--- src/rtl/t_counter_pkg.sv ---
// t_counter_pkg: mode encodings shared by the toggle counter and its bench
package t_counter_pkg;
  typedef enum logic [1:0] {
    HOLD = 2'b00,
    UP   = 2'b01,
    DOWN = 2'b10,
    LOAD = 2'b11
  } mode_e;
endpackage

--- src/rtl/t_counter_t_ff_cell.sv ---
// t_ff_cell: single toggle flop with synchronous active-low clear
module t_ff_cell (
  input  logic clk,
  input  logic rst,
  input  logic t,
  output logic q
);
  // invert on t, clear when rst is low at the edge
  always_ff @(posedge clk) q <= !rst ? 1'b0 : q ^ t;
endmodule

--- src/rtl/t_counter.sv ---
// t_counter: up/down/load counter built from per-bit toggle cells
module t_counter
  import t_counter_pkg::*;
#(
  parameter int WIDTH    = 8,
  parameter bit SATURATE = 1'b0
) (
  input  logic             clk,
  input  logic             rst,
  input  logic             en,
  input  logic [1:0]       mode,
  input  logic [WIDTH-1:0] load_val,
  output logic [WIDTH-1:0] q,
  output logic             tc,
  output logic             ovf
);
  mode_e m;
  logic [WIDTH-1:0] up_t, dn_t, tog;
  assign m = mode_e'(mode);
  genvar i;
  generate
    for (i = 0; i < WIDTH; i++) begin : g_bit
      if (i == 0) begin : g_lsb
        assign up_t[i] = 1'b1;
        assign dn_t[i] = 1'b1;
      end else begin : g_upper
        assign up_t[i] = &q[i-1:0];
        assign dn_t[i] = ~|q[i-1:0];
      end
      t_ff_cell u_cell (.clk(clk), .rst(rst), .t(tog[i]), .q(q[i]));
    end
  endgenerate
  // terminal count: the next enabled step would cross a limit
  always_comb tc = en && ((m == UP && &q) || (m == DOWN && ~|q));
  // toggle vector: nothing to flip when idle or pinned at a saturated limit
  always_comb tog = (!en || m == HOLD || (SATURATE && tc)) ? '0 :
                    m == LOAD ? q ^ load_val :
                    m == UP   ? up_t : dn_t;
  // limit event is reported one cycle after tc was seen
  always_ff @(posedge clk) ovf <= !rst ? 1'b0 : tc;
endmodule

--- config.mk ---
export PLATFORM = sky130hd
export DESIGN_NAME = t_counter
export DESIGN_NICKNAME = d
export VERILOG_FILES = /design/src/rtl/t_counter_pkg.sv /design/src/rtl/t_counter_t_ff_cell.sv /design/src/rtl/t_counter.sv
export SDC_FILE = /design/constraint.sdc
export NUM_CORES = 1
export LEC_CHECK = 0
export CORE_AREA = 8 8 49 51
export DETAILED_ROUTE_END_ITERATION = 16
export DIE_AREA = 0 0 57 59
export PLACE_DENSITY = 0.83
export SLEW_MARGIN = 20
export SYNTH_ARGS = -nofsm -noshare
export SYNTH_HDL_FRONTEND = slang
export SYNTH_HIERARCHICAL = 1
export SYNTH_SLANG_ARGS = --single-unit
--- constraint.sdc ---
create_clock -name clk -period 1.67 [get_ports clk]
set_clock_uncertainty 0.1 [all_clocks]
set_input_delay 0.4175 -clock clk [delete_from_list [all_inputs] [get_ports clk]]
set_output_delay 0.4175 -clock clk [all_outputs]
set_load 0.05 [all_outputs]
## Word-level counts from Yosys, hierarchy flattened

Index checks and enable logic that the tools add are counted.

- Equal/unequal tests: 3
- Muxes and demuxes: 3
- Bitwise operators: 9
- Reductions and logical operators: 29

Operator list:

| cell | count |
|---|---|
| 2-to-1 mux 8 bit | 3 |
| zero test 1 bit | 9 |
| AND reduction 8 bit | 1 |
| OR reduction 8 bit | 1 |
| XOR 1 bit | 8 |
| XOR 8 bit | 1 |
| AND reduction 7 bit | 1 |
| OR reduction 7 bit | 1 |
| AND reduction 6 bit | 1 |
| OR reduction 6 bit | 1 |
| AND reduction 5 bit | 1 |
| OR reduction 5 bit | 1 |
| == test 2 bit (second input constant) | 2 |
| AND reduction 4 bit | 1 |
| OR reduction 4 bit | 1 |
| logical AND 1 bit | 3 |
| AND reduction 3 bit | 1 |
| OR reduction 3 bit | 1 |
| == test 2 x 1 -> 1 bit (second input constant) | 1 |
| zero test 2 bit | 1 |
| logical OR 1 bit | 2 |
| AND reduction 2 bit | 1 |
| OR reduction 2 bit | 1 |

- Bits in registers: 9
- Input port bits: 13
- Output and inout port bits: 10
- Logic and storage cells: 53

## Longest topological paths before layout

Gate-level depths: netlist of run 1.

- Depth after elaboration: 6
- Mapped depth: 6

## Hierarchy

The synthesis of run 1 kept the hierarchy.

Modules (own cells, without submodules):

| module | times used | cells each | area each (sq um) | seq. area each (sq um) |
|---|---|---|---|---|
| t_counter | 1 | 55 | 401.6 | 20.0 |
| t_ff_cell | 8 | 3 | 35.0 | 20.0 |

## Worst setup path before layout of run 1

OpenSTA, ideal clock, no wires.

- Kind: register -> output
- Start point: register g_bit[0].u_cell.q
- End point: output port tc
- Data arrival time: 2.109 ns
- Required time: 1.152 ns
- Slack: -0.956 ns
- Stages on the path, launching flop included: 5
- Buffers on the path: 1
- Cells stage by stage: dfxtp_1 buf_2 and4_4 nand4_2 o22ai_1

- Longest elaborated chain between the ends: 5

RTL lines:

| what | RTL line | RTL |
|---|---|---|
| start: declaration | t_counter_t_ff_cell.sv:6 | `output logic q` |
| start signal: assignment | t_counter_t_ff_cell.sv:9 | `always_ff @(posedge clk) q <= !rst ? 1'b0 : q ^ t;` |
| OR reduction 8 bit | t_counter.sv:34 | `always_comb tc = en && ((m == UP && &q) \|\| (m == DOWN && ~\|q));` |
| zero test 1 bit | t_counter.sv:34 |  |
| logical AND 1 bit | t_counter.sv:34 |  |
| logical OR 1 bit * | t_counter.sv:34 |  |
| logical AND 1 bit * | t_counter.sv:34 |  |
| end: declaration | t_counter.sv:14 | `output logic tc,` |

Every way passes the cells marked *; elsewhere a longest branch is shown, timed or not.

## Final worst setup path of run 1

- Start point: input port mode[0]
- End point: output port tc

- Longest elaborated chain between the ends: 4

RTL lines:

| what | RTL line | RTL |
|---|---|---|
| start: declaration | t_counter.sv:11 | `input logic [1:0] mode,` |
| == test 2 x 1 -> 1 bit or == test 2 bit (tied branches) | t_counter.sv:34 |  |
| logical AND 1 bit | t_counter.sv:34 |  |
| logical OR 1 bit * | t_counter.sv:34 |  |
| logical AND 1 bit * | t_counter.sv:34 |  |

Marks and branches as above.

==> impl_metrics.env, run 1 <==
export IMPL_status="finished, violations left"
export IMPL_violations="negative setup slack"
export IMPL_synth_seq_cells=9
export IMPL_ios=23
export IMPL_report_final_slew_viol_count=0
export IMPL_antenna_found_initial=0
export IMPL_coreArea_mm2=0.00165
export IMPL_met1_usage=0.150
export IMPL_cts_hold_buf=0
export IMPL_fmax_mhz=513
export IMPL_clock_latency_ns=0.27
export IMPL_synth_cell_types=29
export IMPL_min_period_ns=1.95
export IMPL_cts_root_buf="clkbuf_4"
export IMPL_cts_max_path_buffers=2
export IMPL_fp_dieH_um=59
export IMPL_viasPerCell=5.70
export IMPL_setup_violations_final=3
export IMPL_final_core_util=0.818
export IMPL_diodes=0
export IMPL_grt_max_degree=14
export IMPL_busiest_layer="met2"
export IMPL_ff2ff_setup_slack_ns=-0.08
export IMPL_dp_hpwl_mm=1.60
export IMPL_die_width_um=57
export IMPL_io_buffers=22
export IMPL_worst_pin_slew_ns=0.275
export IMPL_wire_per_inst_um=18.3
export IMPL_synth_area_per_cell_um2=8.63
export IMPL_grt_pass1_wl_mm=4.04
export IMPL_clkTransAtPathRegs_ns=0.07
export IMPL_fp_dieArea_mm2=0.00336
export IMPL_ant_nets=0
export IMPL_hold_viol_final=0
export IMPL_cts_max_level=1
export IMPL_holdWs_ns=0.560
export IMPL_first_pass_iters=4
export IMPL_grt_overflow=0
export IMPL_use_met3=0.0687
export IMPL_n_fill_cell=97
export IMPL_grt_util_all_layers=0.155
export IMPL_grt_pass1_vias=843
export IMPL_area_growth_pct=98.2
export IMPL_cts_tree="built"
export IMPL_drive_gt1_frac=0.476
export IMPL_initial_utilization=0.413
export IMPL_num_nets_final=138
export IMPL_wl_mm=2.58
export IMPL_power_ir_vdd_worst_v=0.000550
export IMPL_critPathLaunchType="primary input"
export IMPL_worstSetupEndpointType="primary output"
export IMPL_worst_slack_ns=-0.278
export IMPL_arrival_ns=1.43
export IMPL_leakagePower_nw=0.585
export IMPL_drv_cap=0
export IMPL_relSlewSlack=0.815
export IMPL_synth_cells=79
export IMPL_required_ns=1.15
export IMPL_ys_warn_count=6
export IMPL_path_class="primary input to primary output"
export IMPL_power_per_cell_area_mw_per_mm2=762
export IMPL_numClockSinks=9
export IMPL_drc=0
export IMPL_vias=803
export IMPL_yosysSeqAreaShare=0.264
export IMPL_drtIter0Drc=22
export IMPL_synthesis_nets=92
export IMPL_synth_area_um2=682
export IMPL_num_rows=15
export IMPL_grt_met2_usage=0.259
export IMPL_path_max_fanout=2
export IMPL_hp_class="flip-flop to flip-flop"
export IMPL_cts_inserted_buffers=3
export IMPL_rsz0062_at_grt="true"
export IMPL_period_share=1.17
export IMPL_gp_congestion=0.855
[kinds of logic after synthesis]
kind of cell | count (synthesis) | synth area share
AOI/OAI and AO/OA | 16 | 0.160
buffers and inverters | 5 | 0.0349
xor gates and xnor gates | 16 | 0.205
muxes | 3 | 0.0477
and+or+nand+nor | 30 | 0.288
DFF | 9 | 0.264
[power by group]
part | leakage, nW | internal (mW) | switching, mW
combinational | 0.492 | 0.289 | 0.276
clock | 0.0150 | 0.0925 | 0.0869
sequential | 0.0785 | 0.246 | 0.0393
[cell usage after synthesis]
master,n,area share
a21o_1,2,0.022
a21oi_1,2,0.015
a31oi_1,3,0.028
a41oi_1,1,0.013
and2_1,8,0.073
and3b_1,1,0.013
and4_4,1,0.017
buf_2,4,0.029
dfxtp_1,9,0.26
inv_1,1,0.0055
mux2_2,2,0.033
mux2i_1,1,0.015
nand2_1,3,0.017
nand2b_1,1,0.0092
nand3_1,3,0.022
nand3b_1,2,0.022
nand4_1,1,0.0092
nand4_2,1,0.018
nand4b_1,2,0.026
nor2_1,3,0.017
nor3b_1,2,0.022
nor4_1,1,0.0092
nor4bb_1,1,0.015
o21ai_0,5,0.037
o221ai_1,1,0.013
o22ai_1,1,0.0092
o32ai_2,1,0.024
xnor2_1,4,0.051
xor2_1,12,0.15
[path summary, 6_finish.rpt]
check | from | to | depth (start not counted)
worst max-delay path | mode[0] | tc | 5
worst max register to register | g_bit[6].u_cell/q | g_bit[7].u_cell/q | 8
worst min-delay path | g_bit[7].u_cell/q | g_bit[7].u_cell/q | 2
worst min register to register | g_bit[7].u_cell/q | g_bit[7].u_cell/q | 2
[registers in the layout (all words and copies together) (netlist names)]
register        cells
g_bit.u_cell/q      8
ovf                 1
[per-layer routing]
metal / share of wire / up-vias
li1: - / 378
met4: 0.021 / 0
met3: 0.071 / 8
met1: 0.39 / 380
met2: 0.52 / 37
met5: 0 / -
[worst max-delay path, cell delays in order]
cell and delay (ns):
clkdlybuf4s15_2 0.22, nor4bb_4 0.32, nand3_2 0.16, o22ai_4 0.15, buf_12 0.16
[metrics by stage]
stage	power, mW	setup WS, ns	std cells	TNS [ns]	instance area [um2]
finish	1.03	-0.278	141	-0.376	1350
global route	1.08	-0.325	141	-0.515	1350
CTS	0.995	-0.257	137	-0.257	1290
detailed placement	0.774	-0.611	129	-4.12	1170
global placement	0.759	-0.597	129	-3.65	1170
floorplan	0.542	-0.163	79	-0.163	739
[cell type report]
cell class,count,area (um2),area share
multi-input combinational,65,573,0.424
timing repair buffer,45,524,0.388
sequential,9,203,0.150
clock buffer,4,26.3,0.0194
tap,17,21.3,0.0157
inverter,1,3.75,0.00278
[placed cells by master (no fill, tap or decap), types with 2 or more instances in the layout]
master	Yosys	routed
and2_1	8	8
clkbuf_4	0	3
nand2_1	3	3
dfxtp_2	0	3
nand3_1	3	2
nand4b_1	2	2
buf_4	0	16
buf_6	0	7
xnor2_1	4	4
mux2_2	2	2
dfxtp_4	0	5
o21ai_0	5	4
nand3b_1	2	2
buf_12	0	10
clkdlybuf4s50_1	0	9
nor2_1	3	3
nor3b_4	0	2
a31oi_1	3	3
xor2_1	12	12
a21o_1	2	2
[timing repair]
item	4_1_cts	5_1_grt
gates resized for setup	19	10
endpoints found under the setup margin	8	6
pin swaps	5	6
setup buffers	4	4
No activity file was read; power rests on OpenSTA's default activity.
==> run 2, diff against run 1 <==
Clock period 1.67 ns to 1.9 ns, I/O delays scaled along.
==> impl_metrics.env, run 2 (same netlist as run 1, synthesis figures left out) <==
export IMPL_min_period_ns=1.97
export IMPL_setup_tns_ns=-0.0688
export IMPL_grt_max_degree=13
export IMPL_place_inst=125
export IMPL_n_fill_cell=108
export IMPL_cts_tree="built"
export IMPL_fp_dieArea_mm2=0.00336
export IMPL_largest_register_ffs=8
export IMPL_drv_cap=0
export IMPL_wire_per_inst_um=16.3
export IMPL_critPathLaunchType="flip-flop"
export IMPL_worstSetupEndpointType="primary output"
export IMPL_drive_gt1_frac=0.460
export IMPL_clkTransAtPathRegs_ns=0.06
export IMPL_period_share=1.04
export IMPL_report_final_slew_viol_count=0
export IMPL_cts_hold_buf=0
export IMPL_final_cell_count_no_fill=141
export IMPL_numClockSinks=9
export IMPL_final_core_util=0.742
export IMPL_power_per_cell_area_mw_per_mm2=692
export IMPL_required_ns=1.32
export IMPL_first_pass_iters=4
export IMPL_coreArea_mm2=0.00165
export IMPL_cts_max_path_buffers=2
export IMPL_worst_slack_ns=-0.0688
export IMPL_grt_pass1_vias=855
export IMPL_initial_utilization=0.413
export IMPL_regMostFlops="g_bit.u_cell/q"
export IMPL_num_nets_final=138
export IMPL_ant_nets=0
export IMPL_arrival_ns=1.39
export IMPL_die_width_um=57
export IMPL_gp_congestion=0.826
export IMPL_grt_util_all_layers=0.144
export IMPL_cts_inserted_buffers=3
export IMPL_power_ir_vdd_worst_v=0.000414
export IMPL_dp_hpwl_mm=1.45
export IMPL_wl_mm=2.30
export IMPL_layout_commonest_cell="buf_4"
export IMPL_num_rows=15
export IMPL_grt_overflow=0
export IMPL_setup_violations_final=1
export IMPL_violations="negative setup slack"
export IMPL_hp_class="flip-flop to flip-flop"
export IMPL_status="finished, violations left"
export IMPL_clock_latency_ns=0.27
export IMPL_layout_common_cells="buf_4 (25), xor2_1 (12), clkdlybuf4s50_1 (9)"
export IMPL_cts_max_level=1
export IMPL_leakagePower_nw=0.551
export IMPL_drtIter0Drc=22
export IMPL_grt_pass1_wl_mm=3.93
export IMPL_io_buffers=22
export IMPL_finalPower_mw=0.847
export IMPL_ios=23
export IMPL_path_max_fanout=2
export IMPL_path_class="flip-flop to primary output"
export IMPL_relSlewSlack=0.802
export IMPL_worst_pin_slew_ns=0.293
export IMPL_cts_root_buf="clkbuf_4"
export IMPL_reg_top3="g_bit.u_cell/q x8, ovf x1"
export IMPL_fp_dieH_um=59
export IMPL_antenna_found_initial=0
export IMPL_fmax_mhz=508
export IMPL_hold_viol_final=0
export IMPL_final_cell_area_mm2=0.00122
export IMPL_dpl_cell_area_mm2=0.00107
export IMPL_vias=776
export IMPL_diodes=0
export IMPL_area_growth_pct=79.6
export IMPL_rsz0062_at_grt="true"
export IMPL_drc=0
export IMPL_viasPerCell=5.50
-- run 2: changes by cell type in the layout (fill, tap and decap cells not counted), moves of 2 or more --
cell and delta:
buf_12 -5, buf_2 +2, buf_4 +9, buf_6 -4
nor3b_1 +2, nor3b_4 -2
-- run 2: through the flow --
stage	setup WS, ns	hold WS [ns]
floorplan	0.00962	0.496
global placement	-0.454	0.514
detailed placement	-0.449	0.520
CTS	-0.0394	0.561
global route	-0.102	0.614
finish	-0.0688	0.565
-- run 2: worst paths after layout --
| kind | slack (ns) | from | endpoint | depth (start not counted) |
|---|---|---|---|---|
| hold reg to reg | 0.56 | g_bit[7].u_cell/q | g_bit[7].u_cell/q | 2 |
| setup reg to reg | 0.24 | g_bit[4].u_cell/q | g_bit[7].u_cell/q | 7 |
| hold / removal | 0.56 | g_bit[7].u_cell/q | g_bit[7].u_cell/q | 2 |
| setup / recovery | -0.07 | g_bit[4].u_cell/q | tc | 4 |
-- run 2: cell type report --
| type | count | area [um2] | share of cell area |
|---|---|---|---|
| clock buffers | 4 | 26.3 | 0.0215 |
| inverters | 1 | 3.75 | 0.00306 |
| multi-input cells | 65 | 538 | 0.439 |
| flip-flops and latches | 9 | 203 | 0.165 |
| well taps | 17 | 21.3 | 0.0174 |
| repair buffers | 45 | 433 | 0.353 |
-- run 2: per-layer routing --
metal  vias to the layer above  GRT usage  routed length, um
li1                        378          -                  -
met1                       363      0.173                991
met2                        29      0.239               1180
met3                         6     0.0365                 96
met4                         0     0.0570                 35
met5                         -          0                  0
-- run 2: timing repair --
action	in CTS	in global routing
endpoints found under the hold margin	0	0
cloned	0	0
resized for setup	18	1
setup endpoints to repair	4	1
setup buffers	10	2
pin swaps	6	2
-- run 2: power by group --
| part | leakage, nW | internal [mW] | switching [mW] |
|---|---|---|---|
| clock | 0.0150 | 0.0814 | 0.0758 |
| sequential | 0.0785 | 0.216 | 0.0285 |
| combinational | 0.458 | 0.219 | 0.226 |
-- run 2: worst max-delay path, cell delays in order (launching register included) --
cell     delay [ns]
dfxtp_4        0.35
nor4_4         0.31
nand3_2        0.16
o22ai_4        0.15
buf_12         0.16
==> run 3, diff against run 2 <==
Settings changed: CTS_CLUSTER_DIAMETER set to 30, REMOVE_ABC_BUFFERS set to 1.
==> impl_metrics.env, run 3 (same netlist as run 1, synthesis figures left out) <==
export IMPL_numClockSinks=9
export IMPL_hold_depth=3
export IMPL_setup_violations_final=1
export IMPL_fp_dieH_um=59
export IMPL_cpMaxStageDelayCell="dfxtp_4"
export IMPL_status="finished, violations left"
export IMPL_cts_root_buf="clkbuf_4"
export IMPL_initial_utilization=0.413
export IMPL_leakagePower_nw=0.595
export IMPL_drive_gt1_frac=0.443
export IMPL_ff2ff_setup_slack_ns=0.07
export IMPL_wire_per_inst_um=20.9
export IMPL_area_growth_pct=92.8
export IMPL_period_share=1.09
export IMPL_clock_latency_ns=0.27
export IMPL_arrival_ns=1.50
export IMPL_cts_max_level=1
export IMPL_grt_pass1_vias=875
export IMPL_layout_commonest_cell="buf_4"
export IMPL_cts_inserted_buffers=3
export IMPL_timing_rr_end="g_bit[5].u_cell/q"
export IMPL_die_width_um=57
export IMPL_drc=0
export IMPL_antenna_found_initial=0
export IMPL_largest_register_ffs=8
export IMPL_path_class="flip-flop to primary output"
export IMPL_clkTransAtPathRegs_ns=0.08
export IMPL_ant_nets=0
export IMPL_relSlewSlack=0.734
export IMPL_cts_tree="built"
export IMPL_hp_class="flip-flop to flip-flop"
export IMPL_power_per_cell_area_mw_per_mm2=697
export IMPL_r2r_start="g_bit[1].u_cell/q"
export IMPL_wl_mm=3.10
export IMPL_critPathLaunchType="flip-flop"
export IMPL_drv_cap=0
export IMPL_whs_endpoint="g_bit[1].u_cell/q"
export IMPL_worstSetupEndpointType="primary output"
export IMPL_drtIter0Drc=33
export IMPL_fp_dieArea_mm2=0.00336
export IMPL_place_inst=130
export IMPL_grt_util_all_layers=0.162
export IMPL_reg_top3="g_bit.u_cell/q x8, ovf x1"
export IMPL_min_from="g_bit[1].u_cell/q"
export IMPL_report_final_slew_viol_count=0
export IMPL_coreArea_mm2=0.00165
export IMPL_r2r_cells=7
export IMPL_final_cell_count_no_fill=148
export IMPL_worst_slack_ns=-0.173
export IMPL_cts_hold_buf=0
export IMPL_path_max_fanout=3
export IMPL_rsz0062_at_grt="true"
export IMPL_crit_buf_inv=1
export IMPL_grt_pass1_wl_mm=4.33
export IMPL_io_buffers=22
export IMPL_regMostFlops="g_bit.u_cell/q"
export IMPL_holdWs_ns=0.666
export IMPL_dp_hpwl_mm=1.51
export IMPL_diodes=0
export IMPL_critPathTopFamily="simple AND/OR/NAND/NOR gates"
export IMPL_num_rows=15
export IMPL_setup_tns_ns=-0.173
export IMPL_cts_max_path_buffers=2
export IMPL_num_nets_final=145
export IMPL_min_period_ns=2.07
export IMPL_fmax_mhz=482
export IMPL_gp_congestion=0.831
export IMPL_layout_common_cells="buf_4 (28), xor2_1 (12), clkdlybuf4s50_1 (9), buf_12 (9), and2_1 (8)"
export IMPL_grt_max_degree=14
export IMPL_first_pass_iters=4
export IMPL_slowest_delay_ns=0.37
export IMPL_required_ns=1.32
export IMPL_hold_viol_final=0
export IMPL_power_ir_vdd_worst_v=0.000375
export IMPL_viasPerCell=5.95
export IMPL_grt_overflow=0
export IMPL_violations="negative setup slack"
export IMPL_vias=881
export IMPL_ios=23
export IMPL_worst_pin_slew_ns=0.395
export IMPL_cp_depth=4
export IMPL_crit_chain="nor4_4, nand3_2, o22ai_4, buf_12"
run 3: cell types whose count changed in the layout (fill, tap and decap cells not counted), moves of 2 or more:
cell / change
buf_4: +3
dfxtp_2: -2
dfxtp_1: +5
buf_12: +4
dfxtp_4: -3
run 3: through the flow:
step	area [um2]	total power [mW]	worst slack, ns	util
after floorplan	662	0.446	-0.770	-
after global placement	1110	0.655	-0.456	0.673
after detailed placement	1110	0.661	-0.520	0.673
after CTS	1290	0.863	-0.0327	0.780
after global routing	1320	0.949	-0.213	0.796
final	1320	0.917	-0.173	0.796
run 3: tightest hold or removal path, stage by stage (launching register included):
cell and delay, ns:
dfxtp_1 0.33, buf_4 0.16, xor2_1 0.12, and2_1 0.12
run 3: area by class of cell:
class	count	area, um2
Timing Repair Buffer	52	539
Multi-Input combinational cell	65	536
Fill cell	99	337
Sequential cell	9	189
Clock buffer	4	26.3
Tap cell	17	21.3
Inverter	1	3.75
run 3: layer usage:
layer | vias to the layer above | part of all wire | track usage
met5 | - | 0 | 0
met4 | 0 | 0.058 | 0.114
li1 | 393 | - | -
met1 | 413 | 0.39 | 0.169
met3 | 20 | 0.064 | 0.0494
met2 | 55 | 0.48 | 0.271
run 3: how the worst max path moves through the flow:
stage,start,to
6_report,g_bit[3].u_cell/q,tc
5_1_grt,g_bit[3].u_cell/q,tc
4_1_cts,g_bit[2].u_cell/q,tc
3_5_place_dp,en,tc
3_3_place_gp,en,tc
2_1_floorplan,g_bit[0].u_cell/q,tc
run 3: where the power goes:
part	total, mW	internal (mW)	switching (mW)	leakage [nW]
Clock	0.167	0.0813	0.0861	0.0150
Sequential	0.240	0.213	0.0270	0.0756
Combinational	0.510	0.254	0.255	0.504
Total	0.917	0.549	0.368	0.595
run 3: timing repair:
item,CTS,global route
hold endpoints to repair,0,0
gates resized for setup,27,3
setup endpoints to repair,6,2
cloned,0,0
setup buffers,11,4
pin swaps,6,4
